==> config.mk <==
export PLATFORM = sky130hd
export DESIGN_NAME = moment_feature_accumulator
export DESIGN_NICKNAME = d
export VERILOG_FILES = /design/src/rtl/rlecca_feat_pkg.sv /design/src/rtl/rlecca_coord_counter.sv /design/src/rtl/moment_feature_accumulator.sv
export SDC_FILE = /design/constraint.sdc
export NUM_CORES = 1
export LEC_CHECK = 0
export CAP_MARGIN = 5
export CORE_ASPECT_RATIO = 1.25
export CORE_MARGIN = 1
export CORE_UTILIZATION = 40
export CTS_CLUSTER_DIAMETER = 50
export DETAILED_ROUTE_END_ITERATION = 6
export GPL_TIMING_DRIVEN = 0
export PLACE_DENSITY = 0.74
export SLEW_MARGIN = 20
export SYNTH_ARGS = -nofsm -noshare
export SYNTH_HDL_FRONTEND = slang
export SYNTH_SLANG_ARGS = --single-unit
==> constraint.sdc <==
create_clock -name clk -period 15.27 [get_ports clk]
set_input_delay 2.2905 -clock clk [delete_from_list [all_inputs] [get_ports clk]]
set_output_delay 2.2905 -clock clk [all_outputs]
set_load 0.1 [all_outputs]
==> src/rtl/rlecca_feat_pkg.sv <==
// Shared helpers for the moment feature accumulator: box width, box field offsets
// and the empty-box constant. A box is packed as {minx, maxx, miny, maxy}, with maxy in the LSBs.
package rlecca_feat_pkg;

    localparam int unsigned MAX_BOX_W = 128;

    function automatic int unsigned box_w(input int unsigned xb, input int unsigned yb);
        return 2 * xb + 2 * yb;
    endfunction

    function automatic int unsigned maxy_lsb();
        return 0;
    endfunction

    function automatic int unsigned miny_lsb(input int unsigned yb);
        return yb;
    endfunction

    function automatic int unsigned maxx_lsb(input int unsigned yb);
        return 2 * yb;
    endfunction

    function automatic int unsigned minx_lsb(input int unsigned xb, input int unsigned yb);
        return 2 * yb + xb;
    endfunction

    // Empty box: the min fields are all-ones and the max fields are zero, so the first
    // sample always wins. The caller truncates the result to box_w().
    function automatic logic [MAX_BOX_W-1:0] empty_box(input int unsigned xb,
                                                       input int unsigned yb);
        logic [MAX_BOX_W-1:0] xm;
        logic [MAX_BOX_W-1:0] ym;
        xm = (MAX_BOX_W'(1) << xb) - MAX_BOX_W'(1);
        ym = (MAX_BOX_W'(1) << yb) - MAX_BOX_W'(1);
        return (xm << minx_lsb(xb, yb)) | (ym << miny_lsb(yb));
    endfunction

endpackage

==> src/rtl/rlecca_coord_counter.sv <==
// Raster coordinate counter. It starts LATENCY pixels before the frame origin so that
// (x, y) lines up with the pipelined pixel stream.
module rlecca_coord_counter #(
    parameter int unsigned IMWIDTH  = 512,
    parameter int unsigned IMHEIGHT = 512,
    parameter int unsigned X_BIT    = 9,
    parameter int unsigned Y_BIT    = 9,
    parameter int unsigned LATENCY  = 3
) (
    input  logic             clk,
    input  logic             rst,
    input  logic             datavalid,
    input  logic             sof,
    output logic [X_BIT-1:0] x,
    output logic [Y_BIT-1:0] y
);

    localparam logic [X_BIT-1:0] X_INIT = X_BIT'(IMWIDTH - LATENCY);
    localparam logic [X_BIT-1:0] X_LAST = X_BIT'(IMWIDTH - 1);
    localparam logic [Y_BIT-1:0] Y_LAST = Y_BIT'(IMHEIGHT - 1);

    always_ff @(posedge clk or posedge rst) begin
        if (rst) begin
            x <= X_INIT;
            y <= Y_LAST;
        end else if (sof) begin
            x <= X_INIT;
            y <= Y_LAST;
        end else if (datavalid) begin
            if (x == X_LAST) begin
                x <= '0;
                y <= (y == Y_LAST) ? '0 : y + Y_BIT'(1);
            end else begin
                x <= x + X_BIT'(1);
            end
        end
    end

endmodule

==> src/rtl/moment_feature_accumulator.sv <==
// Accumulates a bounding box, area and coordinate sums for one region and merges in
// partial records. When EMIT is set, the merged record is published on f_*.
module moment_feature_accumulator
    import rlecca_feat_pkg::*;
#(
    parameter int unsigned IMWIDTH  = 512,
    parameter int unsigned IMHEIGHT = 512,
    parameter int unsigned X_BIT    = 9,
    parameter int unsigned Y_BIT    = 9,
    parameter int unsigned AREA_BIT = 19,
    parameter int unsigned SUM_BIT  = 28,
    parameter int unsigned LATENCY  = 3,
    localparam int unsigned BOX_W   = box_w(X_BIT, Y_BIT)
) (
    input  logic                clk,
    input  logic                rst,
    input  logic                datavalid,
    input  logic                sof,
    input  logic                DAC,
    input  logic                DMG,
    input  logic                CLR,
    input  logic                EMIT,
    input  logic [BOX_W-1:0]    dp_box,
    input  logic [AREA_BIT-1:0] dp_area,
    input  logic [SUM_BIT-1:0]  dp_sumx,
    input  logic [SUM_BIT-1:0]  dp_sumy,
    output logic [BOX_W-1:0]    box,
    output logic [AREA_BIT-1:0] area,
    output logic [SUM_BIT-1:0]  sumx,
    output logic [SUM_BIT-1:0]  sumy,
    output logic                f_valid,
    output logic [BOX_W-1:0]    f_box,
    output logic [AREA_BIT-1:0] f_area,
    output logic [SUM_BIT-1:0]  f_sumx,
    output logic [SUM_BIT-1:0]  f_sumy
);

    localparam int unsigned MINX = minx_lsb(X_BIT, Y_BIT);
    localparam int unsigned MAXX = maxx_lsb(Y_BIT);
    localparam int unsigned MINY = miny_lsb(Y_BIT);
    localparam int unsigned MAXY = maxy_lsb();
    localparam logic [BOX_W-1:0] EMPTY_BOX = BOX_W'(empty_box(X_BIT, Y_BIT));

    logic [X_BIT-1:0] x;
    logic [Y_BIT-1:0] y;

    rlecca_coord_counter #(
        .IMWIDTH  (IMWIDTH),
        .IMHEIGHT (IMHEIGHT),
        .X_BIT    (X_BIT),
        .Y_BIT    (Y_BIT),
        .LATENCY  (LATENCY)
    ) u_coord (
        .clk       (clk),
        .rst       (rst),
        .datavalid (datavalid),
        .sof       (sof),
        .x         (x),
        .y         (y)
    );

    logic [BOX_W-1:0]    box_q, f_box_q;
    logic [AREA_BIT-1:0] area_q, f_area_q;
    logic [SUM_BIT-1:0]  sumx_q, sumy_q, f_sumx_q, f_sumy_q;
    logic                f_valid_q;

    logic [X_BIT-1:0]    w_minx, w_maxx, a_minx, a_maxx, m_minx, m_maxx, d_minx, d_maxx;
    logic [Y_BIT-1:0]    w_miny, w_maxy, a_miny, a_maxy, m_miny, m_maxy, d_miny, d_maxy;
    logic [AREA_BIT-1:0] a_area, m_area;
    logic [SUM_BIT-1:0]  a_sumx, a_sumy, m_sumx, m_sumy;
    logic [BOX_W-1:0]    m_box;

    // One extra bit on each sum exposes the carry that drives saturation.
    logic [AREA_BIT:0]   area_inc, area_add;
    logic [SUM_BIT:0]    sumx_inc, sumy_inc, sumx_add, sumy_add;

    assign w_minx = box_q[MINX +: X_BIT];
    assign w_maxx = box_q[MAXX +: X_BIT];
    assign w_miny = box_q[MINY +: Y_BIT];
    assign w_maxy = box_q[MAXY +: Y_BIT];

    assign d_minx = dp_box[MINX +: X_BIT];
    assign d_maxx = dp_box[MAXX +: X_BIT];
    assign d_miny = dp_box[MINY +: Y_BIT];
    assign d_maxy = dp_box[MAXY +: Y_BIT];

    assign area_inc = {1'b0, area_q} + (AREA_BIT + 1)'(1);
    assign sumx_inc = {1'b0, sumx_q} + (SUM_BIT + 1)'(x);
    assign sumy_inc = {1'b0, sumy_q} + (SUM_BIT + 1)'(y);

    always_comb begin
        a_minx = w_minx;
        a_maxx = w_maxx;
        a_miny = w_miny;
        a_maxy = w_maxy;
        a_area = area_q;
        a_sumx = sumx_q;
        a_sumy = sumy_q;
        if (DAC) begin
            a_minx = (x < w_minx) ? x : w_minx;
            a_maxx = (x > w_maxx) ? x : w_maxx;
            a_miny = (y < w_miny) ? y : w_miny;
            a_maxy = (y > w_maxy) ? y : w_maxy;
            a_area = area_inc[AREA_BIT] ? '1 : area_inc[AREA_BIT-1:0];
            a_sumx = sumx_inc[SUM_BIT] ? '1 : sumx_inc[SUM_BIT-1:0];
            a_sumy = sumy_inc[SUM_BIT] ? '1 : sumy_inc[SUM_BIT-1:0];
        end
    end

    assign area_add = {1'b0, a_area} + {1'b0, dp_area};
    assign sumx_add = {1'b0, a_sumx} + {1'b0, dp_sumx};
    assign sumy_add = {1'b0, a_sumy} + {1'b0, dp_sumy};

    always_comb begin
        m_minx = a_minx;
        m_maxx = a_maxx;
        m_miny = a_miny;
        m_maxy = a_maxy;
        m_area = a_area;
        m_sumx = a_sumx;
        m_sumy = a_sumy;
        if (DMG) begin
            m_minx = (d_minx < a_minx) ? d_minx : a_minx;
            m_maxx = (d_maxx > a_maxx) ? d_maxx : a_maxx;
            m_miny = (d_miny < a_miny) ? d_miny : a_miny;
            m_maxy = (d_maxy > a_maxy) ? d_maxy : a_maxy;
            m_area = area_add[AREA_BIT] ? '1 : area_add[AREA_BIT-1:0];
            m_sumx = sumx_add[SUM_BIT] ? '1 : sumx_add[SUM_BIT-1:0];
            m_sumy = sumy_add[SUM_BIT] ? '1 : sumy_add[SUM_BIT-1:0];
        end
    end

    assign m_box = {m_minx, m_maxx, m_miny, m_maxy};

    // The published record is taken before the clear, so EMIT+CLR hands off a full record.
    always_ff @(posedge clk or posedge rst) begin
        if (rst) begin
            box_q     <= EMPTY_BOX;
            area_q    <= '0;
            sumx_q    <= '0;
            sumy_q    <= '0;
            f_box_q   <= EMPTY_BOX;
            f_area_q  <= '0;
            f_sumx_q  <= '0;
            f_sumy_q  <= '0;
            f_valid_q <= 1'b0;
        end else begin
            f_valid_q <= 1'b0;
            if (datavalid) begin
                if (CLR) begin
                    box_q  <= EMPTY_BOX;
                    area_q <= '0;
                    sumx_q <= '0;
                    sumy_q <= '0;
                end else begin
                    box_q  <= m_box;
                    area_q <= m_area;
                    sumx_q <= m_sumx;
                    sumy_q <= m_sumy;
                end
                if (EMIT) begin
                    f_box_q   <= m_box;
                    f_area_q  <= m_area;
                    f_sumx_q  <= m_sumx;
                    f_sumy_q  <= m_sumy;
                    f_valid_q <= 1'b1;
                end
            end
        end
    end

    assign box     = box_q;
    assign area    = area_q;
    assign sumx    = sumx_q;
    assign sumy    = sumy_q;
    assign f_box   = f_box_q;
    assign f_area  = f_area_q;
    assign f_sumx  = f_sumx_q;
    assign f_sumy  = f_sumy_q;
    assign f_valid = f_valid_q;

endmodule

# == Word level (Yosys, flattened, before mapping) ==
# Cells that the tools add are included.
# word_totals
register_bits,241
latch_bits,0
ram_bits,0
romBits,0
inputBits,119
out_inout_bits,223
word_cells,74
n_memories,0
# op_classes
addsub,8
multipliers,0
div_mod_pow,0
magnitude_cmp,8
eq_ne,2
n_shift,0
n_mux,41
bitwise_logic,0
reduce_logical,4
# op_table
op,n
two-way mux 28 bit,10
two-way mux 9 bit,23
two-way mux 19 bit,5
adder 28 x 28 -> 29 bit,2
adder 28 x 9 -> 29 bit,2
greater-than comparator 9 bit,4
< comparator 9 bit,4
two-way mux 36 bit,1
"adder 19 x 1 -> 20 bit, second input constant",1
adder 19 x 19 -> 20 bit,1
"adder 9 x 1 -> 9 bit, second input constant",2
"equality test 9 bit, second input constant",2
AND reduction 2 bit,2
nonzero test 2 bit,2
two-way mux 1 bit,2

# == Logic depth before layout (Yosys ltp) ==
# logic_depth
ltp_word,7
depth_mapped,25
ltp_nobuf,23

# == Modules after synthesis ==
# A second synthesis with hierarchy kept.
# unflattened
hier_cells,2267
hier_area_um2,19513.7
# by_module_without_submodules
mod,n_inst,cells_each,area_per_inst_um2,seq_area_each_um2
moment_feature_accumulator,1,2149,18395.1,5625.4
rlecca_coord_counter,1,118,1118.6,471.7

# == Worst setup path before layout ==
# No wires, ideal clock.
# synth_timing
path_type,input-to-reg
startpoint,input port DAC
endpoint,"register sumx_q[2], in the netlist sumx[2]"
setup_time_ps,122
arrival_time_ps,5509
required_ps,15148
path_slack_ps,9639
cell_stages,19
path_buffers,4
path_cell_list,nand2_1 -> nor4b_1 -> nor2_1 -> or2_1 -> buf_2 -> clkbuf_1 -> nand2_1 -> ha_1 -> clkbuf_1 -> a21o_1 -> a21o_1 -> a21oi_1 -> o21ai_0 -> a21o_1 -> a311oi_2 -> o21ai_2 -> buf_2 -> o22a_1 -> a22o_1
# synth_between
elab_chain_len,5
# synth_rtl
element,line_no,rtl
start: declaration,moment_feature_accumulator.sv:19,"input logic DAC,"
two-way mux 28 bit *,moment_feature_accumulator.sv:99,if (DAC) begin
adder 28 x 28 -> 29 bit,moment_feature_accumulator.sv:111,"assign sumx_add = {1'b0, a_sumx} + {1'b0, dp_sumx};"
two-way mux 28 bit,moment_feature_accumulator.sv:128,m_sumx = sumx_add[SUM_BIT] ? '1 : sumx_add[SUM_BIT-1:0];
two-way mux 28 bit *,moment_feature_accumulator.sv:122,if (DMG) begin
two-way mux 28 bit *,moment_feature_accumulator.sv:150,if (CLR) begin
end signal: assignment,moment_feature_accumulator.sv:158,sumx_q <= m_sumx;
end: declaration,moment_feature_accumulator.sv:64,"logic [SUM_BIT-1:0] sumx_q, sumy_q, f_sumx_q, f_sumy_q;"
# Every way passes the cells marked *; elsewhere a longest branch is shown, timed or not.
# A chain may end at the register's enable or synchronous reset.

# == Final worst setup path ==
# layout_timing
startpoint,input port DAC
endpoint,"register f_sumy_q[21], in the netlist f_sumy[21]"
# layout_between
elab_chain_len,4
# layout_rtl
element,line_no,rtl
two-way mux 28 bit *,moment_feature_accumulator.sv:99,
adder 28 x 28 -> 29 bit,moment_feature_accumulator.sv:112,"assign sumy_add = {1'b0, a_sumy} + {1'b0, dp_sumy};"
two-way mux 28 bit,moment_feature_accumulator.sv:129,m_sumy = sumy_add[SUM_BIT] ? '1 : sumy_add[SUM_BIT-1:0];
two-way mux 28 bit *,moment_feature_accumulator.sv:122,
end signal: assignment,moment_feature_accumulator.sv:165,f_sumy_q <= m_sumy;
end: declaration,moment_feature_accumulator.sv:64,
# Marks and branches as above.

==> metrics.cfg <==
[outcome]
status = complete, no violations

[yosys]
synth.distinct_cells = 78
syn-num-nets = 2316
synthFlopType = dfrtp_1
ys_warn_count = 0
synth_seq_cells = 241
async_reset_ff_share_pct = 100.0
syn-cell-area_um2 = 18000
synth_area_per_cell_um2 = 8.886
yosysSeqAreaShare_pct = 33.87
synth_edf_count = 0
synth_cells = 2026

[route]
met1_length_um = 26410
routed_wl_um = 67470
drc_errors = 0
routedWlPerCell_um = 22.42
vias = 17570
first_pass_iters = 5
top_layer_used = met5
met3WireLength_um = 4897
drt_iter0_markers = 1174
drtAntennaViolNets = 0
wl_met2_um = 32380
via_per_inst = 5.840

[grt]
grt_pass1_vias = 17590
grt_use_total_pct = 29.09
grt_max_degree = 88
antenna_found_initial = 5
grt_pass1_wl_um = 101400
gr-total-overflow = 0

[pwr]
p_sw_share_pct = 51.92
p_int_w = 0.001994
power_switching_w = 0.002153
powerDensity_nw_per_um2 = 177.2
finalPower_w = 0.004148
pwr-share-seq_pct = 22.4
leakage_nw = 10.45
p_clk_share_pct = 20.3
max-vdd-ir-drop_v = 0.0001541
comb_power_share_pct = 57.3

[setup_path]
cpPeakStageDelay_ps = 710
crit_chain = clkdlybuf4s50_1 -> clkinv_1 -> nor2_1 -> nand3_1 -> nand2_1 -> inv_1 -> fa_1 -> nor2b_1 -> o21a_1 -> o21ai_0 -> a21oi_1 -> a21oi_1 -> a211o_1 -> a21o_1 -> nand2_2 -> buf_2 -> o21ai_0 -> o21ai_0
end_kind = flop
cpMaxStageDelayCell = nor2_1
required_ps = 15710
cp_top_family = simple AND/OR/NAND/NOR gates
start_kind = input pin
worstPathArrival_ps = 8140
critPathBufInv = 4
worst_path_most_repeated_cell = o21ai_0
cp_max_fo = 10
critical_path_class = in -> reg

[cells_and_area]
post-route-util_pct = 52.94
mostFrequentLayoutCell = clkdlybuf4s50_1
drive_gt1_share_pct = 7.319
area_growth_pct = 30.04
fin_nets = 2695
final_cell_mix = clkdlybuf4s50_1, nand2_1, dfrtp_1

[job]
drv_cap = 0

[placement]
portBuffers = 340
hpwl_um = 52790
gp_congestion = 0.9445

[clock_network]
h-tree-depth = 2
cts_setup_buffers = 0
cts.sinks = 241
cts_made_buffers = 35
hold_buffers = 0
post_cts_resized = 0
clock-root-buffer = clkbuf_16
cts_buffer_depth = 3
clock_latency_ps = 540
clk_pin_slew_worst_paths_ps = 60
cts_tree = done

[sta]
period_share_pct = 50.39
skew_ps = 31.10
hold_violations = 0
fmax_mhz = 130.0
setup_viol = 0
whs_ps = 462.4
setup_tns_ps = 0
slew_violations = 0
tightest_slew_ps = 1136
slew_headroom_pct = 24.02
rsz0062_at_grt = false
period_needed_ps = 7695

[floorplanning]
rows = 86
core_region_area_um2 = 44220
start_util_pct = 40.71
num_io_pins = 342
design.die.area_um2 = 45870
fp.dieW_um = 191.8
die_y_um = 239.2

[hold_path]
hold_path_class = reg -> reg

[cell usage after synthesis, drive strengths merged (43+ instances only)]
| master | count | area, um^2 |
|---|---|---|
| o22ai | 43 | 269.0 |
| a21oi | 117 | 589.3 |
| xnor2 | 61 | 534.3 |
| and3 | 47 | 295.3 |
| dfrtp | 188 | 4705 |
| nor2 | 83 | 314.1 |
| nand2 | 241 | 907.1 |
| ha | 166 | 2077 |
| inv | 106 | 397.9 |
| clkbuf | 72 | 270.3 |
| dfstp | 53 | 1393 |
| o2bb2ai | 56 | 490.5 |
| o21ai | 191 | 970.9 |
| a21o | 52 | 390.4 |
| nand3 | 50 | 250.2 |
| xor2 | 53 | 464.2 |
[final timing paths]
check                      cells past startpoint    startpoint  slack (ps)    endpoint
max in group asynchronous                      3           rst       12110   f_box[34]
max                                           18           DAC        7570  f_sumy[21]
min reg2reg                                    2     f_box[34]         460   f_box[34]
min                                            2     f_box[34]         460   f_box[34]
min in group asynchronous                      2           rst        2260     f_valid
max reg2reg                                   21  u_coord.y[7]        8990  f_sumy[21]
[power by group through the flow]
stage	Sequential [W]	Clock [W]	Combinational [W]
finish	0.000929	0.000843	0.00238
global route	0.000943	0.000885	0.00251
CTS	0.000926	0.000856	0.00237
detailed placement	0.000934	0	0.00236
global placement	0.000931	0	0.00233
floorplan	0.00184	0	0.000849
[state kept, by name, summed over array words and instances, names as in the netlist]
register,cells
f_box,36
u_coord.y,9
f_valid,1
sumy,28
area,19
box,36
sumx,28
f_area,19
f_sumy,28
u_coord.x,9
f_sumx,28
[cell families (layout without fill, tap and decap cells)]
group	after synthesis	after routing	share of synthesized area, %
AOI/OAI and AO/OA	665	665	24.68
xor gates and xnor gates	114	114	5.546
adders and majority gates	171	171	12.09
buffers and inverters	200	606	4.358
DFF	241	241	33.87
muxes	67	67	4.080
other	0	5	0
and+or+nand+nor	568	568	15.38
[routing by layer]
layer / GRT usage, % / vias to the layer above
met2: 49.09 / 658
li1: - / 8224
met5: 0 / -
met4: 15.27 / 2
met1: 34.83 / 8528
met3: 5.553 / 162
[cell type report]
class                   instances  area (um^2)
plain buffers                  92        379.1
diodes                          5        12.51
flip-flops and latches        241         6097
inverters                     108        412.9
fillers                      4055        20810
multi-input cells            1585        11120
well taps                     572        715.7
repair buffers                342         3458
clock inverters                18        225.2
clock buffers                  46        988.4
[worst min-delay path, cell delays in order, from the launching register on]
cell and delay (ps):
dfstp_2 370, nand2_1 40, o21ai_1 50
[metrics by stage]
stage | setup slack (ps) | instance area, um^2 | cells
after floorplan | 6451 | 18000 | 2026
after global placement | 3145 | 22120 | 2938
after detailed placement | 7131 | 22190 | 2940
after CTS | 7656 | 23400 | 3004
after global routing | 7322 | 23410 | 3008
final | 7575 | 23410 | 3009
Note: power is estimated with default switching activity, not from simulation.
